===== src/rtl/boot_pkg.sv =====
// Shared definitions for the boot image loader: FSM state encoding and
// default line/block geometry.
package boot_pkg;

    localparam int DEF_LINE_BYTES  = 64;
    localparam int DEF_BLOCK_BYTES = 512;

    typedef enum logic [2:0] {
        IDLE,
        FILL,
        WRITE,
        NEXT,
        DONE
    } state_t;

endpackage


===== src/rtl/line_packer.sv =====
// Packs an accepted byte stream into one memory line; the byte index
// picks the slot, mirrored when swap is set.
module line_packer
    import boot_pkg::*;
#(
    parameter int LINE_BYTES = DEF_LINE_BYTES
) (
    input  logic                    clk,
    input  logic                    reset_n,
    input  logic                    clear,
    input  logic                    load,
    input  logic                    swap,
    input  logic [7:0]              byte_in,
    output logic [8*LINE_BYTES-1:0] line,
    output logic                    last
);

    localparam int IW = $clog2(LINE_BYTES);

    logic [IW-1:0] idx;
    logic [IW-1:0] slot;

    assign last = &idx;
    // LINE_BYTES is a power of two, so ~idx == LINE_BYTES-1-idx.
    assign slot = swap ? ~idx : idx;

    always_ff @(posedge clk) begin
        if (!reset_n) begin
            idx  <= '0;
            line <= '0;
        end else if (clear) begin
            idx <= '0;
        end else if (load) begin
            line[{slot, 3'b000} +: 8] <= byte_in;
            idx                       <= idx + 1'b1;
        end
    end

endmodule


===== src/rtl/boot_image_loader.sv =====
// Loads a byte stream into memory lines for up to NCHAN channels in turn,
// each channel covering block_count blocks starting at block_addr.
module boot_image_loader
    import boot_pkg::*;
#(
    parameter int NCHAN       = 2,
    parameter int LINE_BYTES  = DEF_LINE_BYTES,
    parameter int BLOCK_BYTES = DEF_BLOCK_BYTES,
    parameter int ADDR_W      = 32
) (
    input  logic                                            clk,
    input  logic                                            reset_n,
    input  logic                                            start,
    input  logic                                            abort,
    input  logic                                            swap,
    input  logic [NCHAN*32-1:0]                             block_addr,
    input  logic [NCHAN*32-1:0]                             block_count,
    input  logic                                            in_valid,
    input  logic [7:0]                                      in_data,
    output logic                                            in_ready,
    output logic                                            mem_valid,
    output logic [ADDR_W-1:0]                               mem_addr,
    output logic [8*LINE_BYTES-1:0]                         mem_data,
    input  logic                                            mem_ready,
    output logic                                            busy,
    output logic                                            done,
    output logic [((NCHAN > 1) ? $clog2(NCHAN) : 1)-1:0]    chan
);

    localparam int CHW = (NCHAN > 1) ? $clog2(NCHAN) : 1;
    localparam int IXW = $clog2(NCHAN + 1);
    localparam int SH  = $clog2(BLOCK_BYTES / LINE_BYTES);
    localparam int AEW = ADDR_W + $clog2(BLOCK_BYTES);
    localparam int LCW = 32 + SH;

    state_t               state, state_next;
    logic [IXW-1:0]       idx;
    logic [NCHAN*32-1:0]  addr_lat, count_lat;
    logic                 swap_lat;
    logic [LCW-1:0]       line_cnt;
    logic [31:0]          cur_addr, cur_count;
    logic                 more;
    logic                 last;
    logic                 accept;

    assign accept = in_valid & in_ready;
    assign chan   = idx[CHW-1:0];

    // idx may run one past the last channel, which marks "no channel left".
    always_comb begin
        cur_addr  = '0;
        cur_count = '0;
        more      = 1'b0;
        for (int unsigned i = 0; i < NCHAN; i++) begin
            if (idx == IXW'(i)) begin
                cur_addr  = addr_lat[i*32 +: 32];
                cur_count = count_lat[i*32 +: 32];
                more      = 1'b1;
            end
        end
    end

    line_packer #(
        .LINE_BYTES (LINE_BYTES)
    ) u_packer (
        .clk     (clk),
        .reset_n (reset_n),
        .clear   (abort || (state == IDLE)),
        .load    (accept && !abort),
        .swap    (swap_lat),
        .byte_in (in_data),
        .line    (mem_data),
        .last    (last)
    );

    always_ff @(posedge clk) begin
        if (!reset_n) state <= IDLE;
        else          state <= state_next;
    end

    always_comb begin
        state_next = state;
        in_ready   = 1'b0;
        mem_valid  = 1'b0;
        busy       = 1'b1;
        done       = 1'b0;
        case (state)
            IDLE: begin
                busy = 1'b0;
                if (start) state_next = NEXT;
            end
            NEXT: begin
                if (!more)                state_next = DONE;
                else if (cur_count != '0) state_next = FILL;
            end
            FILL: begin
                in_ready = 1'b1;
                if (in_valid && last) state_next = WRITE;
            end
            WRITE: begin
                mem_valid = 1'b1;
                if (mem_ready) state_next = (line_cnt == LCW'(1)) ? NEXT : FILL;
            end
            DONE: begin
                done       = 1'b1;
                state_next = IDLE;
            end
            default: state_next = IDLE;
        endcase
        if (abort) state_next = IDLE;
    end

    always_ff @(posedge clk) begin
        if (!reset_n) begin
            idx       <= '0;
            addr_lat  <= '0;
            count_lat <= '0;
            swap_lat  <= 1'b0;
            line_cnt  <= '0;
            mem_addr  <= '0;
        end else if (!abort) begin
            case (state)
                IDLE: begin
                    if (start) begin
                        addr_lat  <= block_addr;
                        count_lat <= block_count;
                        swap_lat  <= swap;
                        idx       <= '0;
                    end
                end
                NEXT: begin
                    if (more) begin
                        if (cur_count != '0) begin
                            line_cnt <= LCW'(cur_count) << SH;
                            mem_addr <= ADDR_W'(AEW'(cur_addr) << SH);
                        end else begin
                            idx <= idx + 1'b1;
                        end
                    end
                end
                WRITE: begin
                    if (mem_ready) begin
                        mem_addr <= mem_addr + 1'b1;
                        line_cnt <= line_cnt - 1'b1;
                        if (line_cnt == LCW'(1)) idx <= idx + 1'b1;
                    end
                end
                default: ;
            endcase
        end
    end

endmodule


===== config.mk =====
export PLATFORM = sky130hd
export DESIGN_NAME = boot_image_loader
export DESIGN_NICKNAME = d
export VERILOG_FILES = /design/src/rtl/boot_pkg.sv /design/src/rtl/line_packer.sv /design/src/rtl/boot_image_loader.sv
export SDC_FILE = /design/constraint.sdc
export NUM_CORES = 2
export LEC_CHECK = 0
export ABC_AREA = 1
export BUFFER_PORTS_ARGS = -buffer_cell sky130_fd_sc_hd__buf_2
export CORE_AREA = 4 4 270 272
export CTS_CLUSTER_SIZE = 25
export DETAILED_ROUTE_END_ITERATION = 10
export DIE_AREA = 0 0 274 276
export PLACE_DENSITY = 0.69
export SYNTH_ARGS = -nofsm -noshare
export SYNTH_HDL_FRONTEND = slang
export SYNTH_SLANG_ARGS = --single-unit

===== constraint.sdc =====
create_clock -name clk -period 2.89 [get_ports clk]
set_clock_uncertainty 0.1 [all_clocks]
set_input_delay 0.4335 -clock clk [delete_from_list [all_inputs] [get_ports clk]]
set_output_delay 0.4335 -clock clk [all_outputs]
set_load 0.01 [all_outputs]

==> run summary <==
outcome: finished, final reports clean
Critical Path Max Stage Delay: 0.32 ns
Max Cap Violations: 0
RSZ-0062 raised after global routing: true
reg2reg setup slack: 0.04 ns
grt ovf: 0
initial antenna violation count: 5
Synth top area share: 44.26%
Tcrit/Tclk final: 98.53%
Worst Setup End Kind: flop
Num CTS Buffers: 79
most frequent cells in the layout: nor2_1, nand2_1, dfxtp_1
Yosys warning count: 0
GP Congestion: 0.9399
placed insts: 6363
Worst Hold Slack: 0.03509 ns
routed wire length: 130100 um
DR DRC count: 0
Netlist Area Pre-Place: 32250 sq um
pre-CTS setup slack: 0.02260 ns
Reg2Reg Depth: 13
clk sinks: 713
Iter 0 DRT Violations: 3530
I/O Buffers: 685
Setup-failing EPs final: 0
I/O Pins: 692
most common cell after layout, fill and taps aside: nor2_1
Critical Path Source Type: flop
CTS H-Tree Depth: 3
layout cells sized above 1: 18.52%
gate count of the mapped netlist: 4869
synth unique cells: 44
DR vias/cell: 5.303
WP data required: 3.34 ns
full die area: 75620 sq um
crit-path cells: buf_4 > inv_1 > nand2_1 > nand2_2 > nand2_1 > nand2_2 > nand2_2 > nand3_1 > nor2_2 > nand3_2 > inv_2 > nand2_1 > a21oi_1
Nets: 5765
worst setup path class: reg2reg
Crit-path slowest cell: nand3_2
#FFs+latches synth: 713
All-Layer GR Usage: 32.72%
Detail Route Antenna Nets: 0
final worst slack: 0.04255 ns
worst setup path startpoint: swap_lat
CP arrival: 3.30 ns
number of global-route vias before repair: 32510
wire per inst: 19.62 um
crit path time final: 2.847 ns
Initial Util: 45.58%
PD cells: 578.9 nW/um^2
Synth area leaders: dfxtp_1, nor2_1, nand2_1
root cell of the clock tree: clkbuf_16
Final Non-Filler Cells: 6631
Lkg Pwr: 0.01952 uW
first-pass GRT wire length: 194100 um
drt first pass iters: 6
worst slew pin tran: 0.7691 ns
count of final hold-check violations: 0
syn_nets: 5018
sequential element share of the synthesized area: 44.26%
Seq pwr share: 42.6%
die width: 274 um
Switching Fraction: 28.17%
Max Freq: 0.3512 GHz
Critical Path Fanout Max: 13
Final Max Slew Viols: 0
row count: 98
min-delay worst type: in2reg
worst r2r dst: u_packer.line[389]
CTS tree: built
CTS max path bufs: 3
r2r startpoint: swap_lat
die span in y: 276 um
hpwl dp: 93510 um
clock share of power: 43.8%
Layout Area Growth over Synthesis: 27.15%
Vias: 35170
clk slew on worst S/H paths: 0.06 ns
cell taking the most area after synthesis: dfxtp_1
Worst slew margin: 48.73%
P_int: 17050 uW
clk_lat worst skew: 0.64 ns
net switching power figure: 6687 uW
combinational fraction of design power: 13.6%
Mean Syn Cell Area: 6.623 sq um
Worst Setup EP: u_packer.line[389]
maximum VDD drop: 432.1 uV
largest net degree at the start of global routing: 134
core area: 70750 sq um
[final cells by class]
| type | count | area, sq um |
|---|---|---|
| Clock buffer | 119 | 2317 |
| Multi-Input combinational cell | 3547 | 15600 |
| Clock inverter | 26 | 359.1 |
| Sequential cell | 713 | 14270 |
| Tap cell | 950 | 1189 |
| Timing Repair Buffer | 955 | 6053 |
| Antenna cell | 1 | 2.502 |
| Inverter | 320 | 1211 |
| Fill cell | 6727 | 29740 |
[metrics by stage]
| stage | area [sq um] | utilization, % | setup TNS (ns) | total power (uW) |
|---|---|---|---|---|
| after global routing | 41010 | 57.96 | -1.508 | 24540 |
| after CTS | 40930 | 57.84 | 0 | 23740 |
| final | 41010 | 57.96 | 0 | 23740 |
| after global placement | 37050 | 52.36 | 0 | 13310 |
| after floorplan | 32250 | - | 0 | 12210 |
| after detailed placement | 37050 | 52.36 | 0 | 13320 |
[logic make-up (layout without fill, tap and decap cells)]
family / after synthesis / count (layout) / synth area share (%)
multiplexers: 1 / 1 / 0.03104
AND/OR/NAND/NOR: 2675 / 2675 / 33.59
adder cells (fa/ha/maj): 6 / 6 / 0.2328
other: 0 / 1 / 0
XOR/XNOR: 34 / 34 / 1.028
AO/OA/AOI/OAI: 831 / 831 / 13.12
flip-flops: 713 / 713 / 44.26
buffers and inverters: 609 / 1420 / 7.732
[power by group through the flow]
stage | clock network [uW] | logic, uW | registers (uW)
CTS | 10500 | 3130 | 10100
finish | 10400 | 3230 | 10100
global placement | 0 | 2990 | 10300
floorplan | 0 | 1910 | 10300
global route | 10900 | 3490 | 10100
detailed placement | 0 | 2990 | 10300
[cell usage after synthesis]
library cell  instances
o2111ai_1             1
inv_2                10
a21oi_1             285
nor3_1               36
and2_1                1
nand3_2               5
nor3_2                2
nor4_1               13
o21a_1                5
clkbuf_1            161
nand4_2               2
buf_1                14
nand4_1              61
o22ai_1               2
a31oi_1               6
nand3b_1             15
nand2_2              12
nor2_2               32
dfxtp_1             713
nor2_1             1169
nand3_1             211
o21ai_1               6
o211ai_1              7
nand2_4               1
o21ai_0             508
xnor2_4               1
buf_2                94
a21boi_0              1
a211oi_1              8
clkinv_1              2
mux2i_1               1
ha_1                  6
nand3_4               1
xor2_1               15
buf_4                16
buf_6                 4
inv_1               308
or2_2                 4
xnor2_2               2
o32ai_1               1
o31ai_1               1
nor2_4                5
nand2_1            1105
xnor2_1              16
[worst min path at each step]
stage	start	endpoint	slack [ns]	cells after the start
floorplan	count_lat[16]	count_lat[16]	0.32	2
global placement	u_packer.line[5]	u_packer.line[5]	0.33	2
detailed placement	u_packer.line[5]	u_packer.line[5]	0.33	2
CTS	block_count[41]	count_lat[41]	0.004	3
global route	reset_n	u_packer.line[208]	0.04	3
finish	block_count[41]	count_lat[41]	0.04	3
[repair_timing]
action	in CTS	in global routing
endpoints found under the setup margin	0	114
resized for setup	0	16
setup buffers	0	2
hold buffers	120	0
hold endpoints to repair	120	0
[worst max-delay path: cells and delay by family (launching register included)]
family | cells | cell delay, ns
flops | 1 | 0.30
simple gates | 9 | 1.67
compound gates | 1 | 0.13
buf+inv | 3 | 0.55
[state kept, by name, indices dropped and copies added, names as in the netlist]
| signal | flops |
|---|---|
| state | 3 |
| count_lat | 64 |
| mem_addr | 32 |
| u_packer.idx | 6 |
| line_cnt | 35 |
| swap_lat | 1 |
| idx | 2 |
| addr_lat | 58 |
| u_packer.line | 512 |
[per-layer routing]
metal / GRT usage [%] / up-vias / part of all wire [%]
li1: - / 16980 / -
met1: 40.07 / 16100 / 39
met2: 51.03 / 1652 / 44
met3: 8.869 / 425 / 9.6
met4: 20.31 / 8 / 7.1
met5: 0 / - / 0.049
Note: power is estimated with default switching activity, not from simulation.
